File: src/rtl/tim_apb_pkg.sv
// Shared definitions for the timer APB arbiter: FSM states, register map, default widths.
package tim_apb_pkg;

  localparam int DEF_ADDR_W = 12;
  localparam int DEF_DATA_W = 32;

  localparam logic [11:0] TCR   = 12'h000;
  localparam logic [11:0] TDR0  = 12'h004;
  localparam logic [11:0] TDR1  = 12'h008;
  localparam logic [11:0] TCMP0 = 12'h00C;
  localparam logic [11:0] TCMP1 = 12'h010;
  localparam logic [11:0] TIER  = 12'h014;
  localparam logic [11:0] TISR  = 12'h018;
  localparam logic [11:0] THCSR = 12'h01C;

  typedef enum logic [1:0] {
    ST_IDLE     = 2'd0,
    ST_SETUP    = 2'd1,
    ST_ACCESS   = 2'd2,
    ST_COMPLETE = 2'd3
  } arb_state_e;

  // Width of a counter that must be able to hold the value 'limit'; never zero.
  function automatic int cnt_width(input int limit);
    return (limit <= 0) ? 1 : $clog2(limit + 1);
  endfunction

endpackage

File: src/rtl/tim_rr_arb2.sv
// Two-input round-robin grant; the remembered winner only moves when the arbiter is enabled.
module tim_rr_arb2 (
  input  logic i_clk,
  input  logic i_rst_n,
  input  logic i_en,
  input  logic i_req0,
  input  logic i_req1,
  output logic o_gnt_vld,
  output logic o_gnt_idx
);

  logic r_last_grant;

  // On a tie the requester that did not win last time is chosen.
  always_comb begin
    o_gnt_vld = i_req0 | i_req1;
    o_gnt_idx = (i_req0 & i_req1) ? ~r_last_grant : i_req1;
  end

  // Reset to m1 so that m0 wins the very first tie.
  always_ff @(posedge i_clk or negedge i_rst_n) begin
    if (!i_rst_n) begin
      r_last_grant <= 1'b1;
    end else if (i_en && o_gnt_vld) begin
      r_last_grant <= o_gnt_idx;
    end
  end

endmodule

File: src/rtl/tim_apb_arb.sv
// Shares the timer's APB slave port between two requesters with round-robin grant,
// SETUP/ACCESS sequencing and an optional ACCESS-phase timeout.
module tim_apb_arb
  import tim_apb_pkg::*;
#(
  parameter int ADDR_W      = DEF_ADDR_W,
  parameter int DATA_W      = DEF_DATA_W,
  parameter int TIMEOUT_CYC = 16
) (
  input  logic                sys_clk,
  input  logic                sys_rst_n,

  input  logic                m0_req,
  input  logic                m0_write,
  input  logic [ADDR_W-1:0]   m0_addr,
  input  logic [DATA_W-1:0]   m0_wdata,
  input  logic [DATA_W/8-1:0] m0_strb,
  output logic                m0_done,
  output logic [DATA_W-1:0]   m0_rdata,
  output logic                m0_err,

  input  logic                m1_req,
  input  logic                m1_write,
  input  logic [ADDR_W-1:0]   m1_addr,
  input  logic [DATA_W-1:0]   m1_wdata,
  input  logic [DATA_W/8-1:0] m1_strb,
  output logic                m1_done,
  output logic [DATA_W-1:0]   m1_rdata,
  output logic                m1_err,

  output logic                tim_psel,
  output logic                tim_penable,
  output logic                tim_pwrite,
  output logic [ADDR_W-1:0]   tim_paddr,
  output logic [DATA_W-1:0]   tim_pwdata,
  output logic [DATA_W/8-1:0] tim_pstrb,
  input  logic [DATA_W-1:0]   tim_prdata,
  input  logic                tim_pready,
  input  logic                tim_pslverr,

  output logic                arb_busy,
  output logic [1:0]          dbg_state
);

  localparam int STRB_W = DATA_W / 8;
  localparam int CNT_W  = cnt_width(TIMEOUT_CYC);
  localparam logic [CNT_W-1:0] CNT_MAX = '1;
  localparam logic [CNT_W-1:0] CNT_LIM = CNT_W'(TIMEOUT_CYC);

  // Requester handshake: mN_req is held with its fields stable until the cycle
  // mN_done=1; fields may change on the edge that samples done, and a req still
  // high in the following IDLE cycle starts a new transfer.

  arb_state_e          r_state;
  logic [CNT_W-1:0]    r_cnt;
  logic                r_owner;
  logic                r_busy;

  logic                r_psel;
  logic                r_penable;
  logic                r_pwrite;
  logic [ADDR_W-1:0]   r_paddr;
  logic [DATA_W-1:0]   r_pwdata;
  logic [STRB_W-1:0]   r_pstrb;

  logic                r_m0_done;
  logic [DATA_W-1:0]   r_m0_rdata;
  logic                r_m0_err;
  logic                r_m1_done;
  logic [DATA_W-1:0]   r_m1_rdata;
  logic                r_m1_err;

  logic                w_arb_en;
  logic                w_gnt_vld;
  logic                w_gnt_idx;
  logic                w_sel_write;
  logic [ADDR_W-1:0]   w_sel_addr;
  logic [DATA_W-1:0]   w_sel_wdata;
  logic [STRB_W-1:0]   w_sel_strb;
  logic [CNT_W-1:0]    w_cnt_inc;
  logic                w_timeout;
  logic                w_fin;
  logic [DATA_W-1:0]   w_fin_rdata;
  logic                w_fin_err;

  assign w_arb_en = (r_state == ST_IDLE);

  tim_rr_arb2 u_rr (
    .i_clk     (sys_clk),
    .i_rst_n   (sys_rst_n),
    .i_en      (w_arb_en),
    .i_req0    (m0_req),
    .i_req1    (m1_req),
    .o_gnt_vld (w_gnt_vld),
    .o_gnt_idx (w_gnt_idx)
  );

  always_comb begin
    w_sel_write = w_gnt_idx ? m1_write : m0_write;
    w_sel_addr  = w_gnt_idx ? m1_addr  : m0_addr;
    w_sel_wdata = w_gnt_idx ? m1_wdata : m0_wdata;
    w_sel_strb  = w_gnt_idx ? m1_strb  : m0_strb;
  end

  // The counter saturates; the limit check uses the post-increment value so an
  // abort happens on exactly the TIMEOUT_CYC-th ACCESS cycle without pready.
  always_comb begin
    w_cnt_inc   = (r_cnt == CNT_MAX) ? r_cnt : r_cnt + 1'b1;
    w_timeout   = (TIMEOUT_CYC != 0) && (w_cnt_inc == CNT_LIM);
    w_fin       = tim_pready || w_timeout;
    w_fin_rdata = '0;
    w_fin_err   = 1'b1;
    if (tim_pready) begin
      w_fin_rdata = r_pwrite ? '0 : tim_prdata;
      w_fin_err   = tim_pslverr;
    end
  end

  always_ff @(posedge sys_clk or negedge sys_rst_n) begin
    if (!sys_rst_n) begin
      r_state    <= ST_IDLE;
      r_cnt      <= '0;
      r_owner    <= 1'b0;
      r_busy     <= 1'b0;
      r_psel     <= 1'b0;
      r_penable  <= 1'b0;
      r_pwrite   <= 1'b0;
      r_paddr    <= '0;
      r_pwdata   <= '0;
      r_pstrb    <= '0;
      r_m0_done  <= 1'b0;
      r_m0_rdata <= '0;
      r_m0_err   <= 1'b0;
      r_m1_done  <= 1'b0;
      r_m1_rdata <= '0;
      r_m1_err   <= 1'b0;
    end else begin
      case (r_state)
        ST_IDLE: begin
          r_cnt <= '0;
          if (w_gnt_vld) begin
            r_owner  <= w_gnt_idx;
            r_pwrite <= w_sel_write;
            r_paddr  <= w_sel_addr;
            r_pwdata <= w_sel_wdata;
            r_pstrb  <= w_sel_write ? w_sel_strb : '0;
            r_psel   <= 1'b1;
            r_busy   <= 1'b1;
            r_state  <= ST_SETUP;
          end
        end

        ST_SETUP: begin
          r_penable <= 1'b1;
          r_cnt     <= '0;
          r_state   <= ST_ACCESS;
        end

        ST_ACCESS: begin
          if (!tim_pready) begin
            r_cnt <= w_cnt_inc;
          end
          if (w_fin) begin
            r_psel     <= 1'b0;
            r_penable  <= 1'b0;
            r_pwrite   <= 1'b0;
            r_paddr    <= '0;
            r_pwdata   <= '0;
            r_pstrb    <= '0;
            r_m0_done  <= ~r_owner;
            r_m0_rdata <= r_owner ? '0 : w_fin_rdata;
            r_m0_err   <= ~r_owner & w_fin_err;
            r_m1_done  <= r_owner;
            r_m1_rdata <= r_owner ? w_fin_rdata : '0;
            r_m1_err   <= r_owner & w_fin_err;
            r_state    <= ST_COMPLETE;
          end
        end

        ST_COMPLETE: begin
          r_m0_done  <= 1'b0;
          r_m0_rdata <= '0;
          r_m0_err   <= 1'b0;
          r_m1_done  <= 1'b0;
          r_m1_rdata <= '0;
          r_m1_err   <= 1'b0;
          r_busy     <= 1'b0;
          r_state    <= ST_IDLE;
        end

        default: begin
          r_state <= ST_IDLE;
        end
      endcase
    end
  end

  assign tim_psel    = r_psel;
  assign tim_penable = r_penable;
  assign tim_pwrite  = r_pwrite;
  assign tim_paddr   = r_paddr;
  assign tim_pwdata  = r_pwdata;
  assign tim_pstrb   = r_pstrb;

  assign m0_done  = r_m0_done;
  assign m0_rdata = r_m0_rdata;
  assign m0_err   = r_m0_err;
  assign m1_done  = r_m1_done;
  assign m1_rdata = r_m1_rdata;
  assign m1_err   = r_m1_err;

  assign arb_busy  = r_busy;
  assign dbg_state = r_state;

endmodule

File: config.mk
export PLATFORM = sky130hd
export DESIGN_NAME = tim_apb_arb
export DESIGN_NICKNAME = d
export VERILOG_FILES = /design/src/rtl/tim_apb_pkg.sv /design/src/rtl/tim_rr_arb2.sv /design/src/rtl/tim_apb_arb.sv
export SDC_FILE = /design/constraint.sdc
export NUM_CORES = 1
export LEC_CHECK = 0
export ABC_AREA = 1
export BUFFER_PORTS_ARGS = -buffer_cell sky130_fd_sc_hd__buf_2
export CORE_UTILIZATION = 44
export CTS_BUF_LIST = sky130_fd_sc_hd__clkbuf_4 sky130_fd_sc_hd__clkbuf_8 sky130_fd_sc_hd__clkbuf_16
export CTS_CLUSTER_DIAMETER = 200
export CTS_CLUSTER_SIZE = 16
export DETAILED_ROUTE_END_ITERATION = 10
export PLACE_DENSITY = 0.77
export SYNTH_ARGS = -nofsm -noshare
export SYNTH_HDL_FRONTEND = slang
export SYNTH_SLANG_ARGS = --single-unit
File: constraint.sdc
create_clock -name sys_clk -period 1.95 [get_ports sys_clk]
set_clock_uncertainty 0.2 [all_clocks]
set_input_delay 0.0975 -clock sys_clk [delete_from_list [all_inputs] [get_ports sys_clk]]
set_output_delay 0.0975 -clock sys_clk [all_outputs]
set_load 0.02 [all_outputs]
==> qor.txt <==
status = finished with violations
failing checks = negative setup slack
Synth Flop Type = dfrtp_1
Gate power share = 0.565
PwrDens = 1727 mW/mm²
largest net degree at the start of global routing = 69
Slew headroom = 0.6639
Peak VDD IR = 0.9982 mV
H-tree depth = 4
EDFF count, synth = 0
cells along the critical path = inv_1 > ha_2 > o21ai_0 > o21ai_2 > nand2_4 > clkbuf_16 > nand2_1 > nand2_1
reg2reg setup slack = -0.18 ns
number of diodes = 0
Critical Path RT = 2.05 ns
synth unique cells = 24
Finished Layout Cells = 1,386
clock power share = 0.186
cells on worst reg2reg path = 8
Die X = 122.0 µm
Min Hold Slack = 0.07460 ns
endpoints failing hold = 0
Routed Antenna Nets = 0
Vias/cell = 5.701
clock buffer depth = 2
unrepaired setup endpoints after global routing = yes
die area = 0.01488 mm²
drt total wl = 28.45 mm
clock sink count = 129
Worst-path clk slew = 0.06 ns
RR Startpoint = dbg_state[1]
Crit. Startpoint = dbg_state[1]
row cnt = 43
DRC viols = 0
remaining global-route overflow = 0
total vias in the final route = 7,902
Hold Path Class = input pin to flop
Leakage = 5.854 nW
WL/cell = 20.52 µm
Initial Util = 0.4529
CP max FO = 6
global-route wire length before repair = 37.50 mm
slowest stage delay, CP = 0.43 ns
internal power = 10.14 mW
synth-to-layout area growth = 71.82%
gr usage total = 0.3320
Net Sw Frac = 0.4605
routability cong. = 0.8555
Ys Warns = 0
CP Capture Point = tim_pwdata[22]
post-layout minimum cycle time = 2.130 ns
CP max stage cell = dfrtp_1
post-synth top area share = 0.5056
Worst setup SP type = flop
placed cells = 1,195
syn_nets = 933
top cells by count, synth = nand2_1, dfrtp_1, nand3_1, nor3_1, o211ai_1
via count of the first global-routing pass = 7,446
Final nets = 1,334
Setup-failing EPs final = 119
DRT iter0 DRCs = 911
Syn Std Cell Area = 0.006335 mm²
Max Slew Vio Count = 0
CP arrival = 2.23 ns
Post-Syn Instances = 792
ratio of cells with drive above 1 in the final layout = 0.4046
TritonCTS clock tree = yes
Ports = 258
sequential group share of total power = 0.249
switching pwr = 8.656 mW
ranking of synthesized cells by area = dfrtp_1, nand2_1, nand3_1, o211ai_1, nor3_1
sequential share of the synthesized area = 0.5098
DRT Pass-1 Iters = 6
CTS Root Cell = clkbuf_16
port bufs = 257
post-layout util = 0.7781
average cell area after synthesis = 7.999 µm²
Seq cells post-synth = 129
maximum clock frequency = 469.5 MHz
most common cell in the netlist = nand2_1
cell taking the most area after synthesis = dfrtp_1
Fill cells = 828
max_cap viols = 0
initial antenna violation count = 0
most used cell along the critical path = nand2_1
crit share post-route = 1.092
FF-to-FF End = tim_pwdata[22]
critical path capture point type = flop
Die H = 122.0 µm
setup ws final = -0.1799 ns
TritonCTS buffer count = 17
Worst Path Class, Setup = flop to flop
worst slew pin tran = 0.5003 ns
clk_lat worst skew = 0.42 ns
asr flop ratio synth = 1.000
Detailed Place HPWL = 12.25 mm
core box area = 0.01399 mm²
[layer usage]
metal  wire length (µm)  part of all wire  track usage  up-vias
met5                  0                 0            0        -
met4               1695             0.060       0.1844        0
met3               2726             0.096      0.08801      160
met2              14200              0.50       0.5657      612
met1               9820              0.35       0.3763     3719
li1                   -                 -            -     3411
[worst min-delay path by stage]
| stage | startpoint | endpoint | slack [ns] | cells past startpoint |
|---|---|---|---|---|
| floorplan | sys_rst_n | arb_busy | -0.40 | 0 |
| global placement | sys_rst_n | m0_rdata[10] | -0.17 | 1 |
| detailed placement | sys_rst_n | m0_rdata[12] | -0.17 | 1 |
| CTS | m0_write | tim_pwrite | 0.006 | 7 |
| global route | m0_write | tim_pwrite | 0.10 | 7 |
| finish | m0_write | tim_pwrite | 0.07 | 7 |
[final cells by class]
| type | count | area (µm²) | share of cell area |
|---|---|---|---|
| timing repair buffer | 439 | 3485 | 0.3202 |
| sequential | 129 | 3229 | 0.2967 |
| multi-input combinational | 581 | 3209 | 0.2949 |
| clock buffer | 17 | 425.4 | 0.03908 |
| tap | 180 | 225.2 | 0.02069 |
| clock inverter | 15 | 216.5 | 0.01989 |
| inverter | 25 | 93.84 | 0.008622 |
[worst max-delay path: cells and delay by family (launching register included)]
family / cells / cell delay, ns
compound gates: 2 / 0.46
flops: 1 / 0.43
simple gates: 3 / 0.35
buf+inv: 2 / 0.32
fa+ha+maj: 1 / 0.25
[kinds of logic (layout without fill, tap and decap cells)]
kind of cell             Yosys count  after routing  share of synthesized area
AND/OR/NAND/NOR                  516            518                     0.3541
adder cells (fa/ha/maj)            5              5                   0.009876
flip-flops                       129            129                     0.5098
buffers and inverters             84            496                    0.06202
AO/OA/AOI/OAI                     58             58                    0.06419
[cells in the final DEF, fill, tap and decap left out, types with 2 or more instances in the layout]
master / n
a21oi_1: 3
buf_12: 10
buf_16: 9
buf_2: 256
buf_4: 16
buf_6: 3
bufinv_16: 5
clkbuf_16: 27
clkinv_1: 2
clkinv_2: 4
clkinvlp_4: 5
dfrtp_1: 128
dlygate4sd3_1: 135
ha_1: 2
ha_2: 2
inv_1: 22
nand2_1: 213
nand2_2: 58
nand2_4: 38
nand2_8: 2
nand3_1: 78
nor2_1: 12
nor2_2: 3
nor3_1: 67
o211ai_1: 45
o21ai_0: 6
o22ai_1: 3
or2_2: 44
[per-stage QoR]
step	setup slack (ns)	instance area (µm²)	total power, mW	setup TNS, ns
2_1_floorplan	0.01547	6335	9.008	0
3_3_place_gp	-0.01355	7889	11.31	-0.3089
3_5_place_dp	-0.1057	7889	11.47	-10.80
4_1_cts	-0.06019	10190	16.30	-5.248
5_1_grt	-0.2498	10880	19.51	-21.80
6_report	-0.1799	10880	18.80	-10.56
[what timing repair did]
action,in CTS,in global routing
hold endpoints to repair,251,0
hold buffers,135,0
gates cloned,8,12
gates resized for setup,17,133
pin swaps,5,4
setup endpoints to repair,120,122
setup buffers,4,0
[sequential cells by signal, summed over array words and instances, names as in the netlist, 2 cells and up]
signal      count
dbg_state       2
m0_rdata       32
tim_pwdata     32
tim_paddr      12
r_cnt           5
m1_rdata       32
tim_pstrb       4
[power by group through the flow]
stage / Combinational (mW) / Clock [mW] / Sequential, mW
floorplan: 3.31 / 0 / 5.70
global placement: 6.92 / 0 / 4.39
detailed placement: 7.05 / 0 / 4.42
CTS: 8.41 / 3.49 / 4.40
global route: 11.1 / 3.61 / 4.78
finish: 10.6 / 3.50 / 4.68
(Power assumes the default switching activity.)
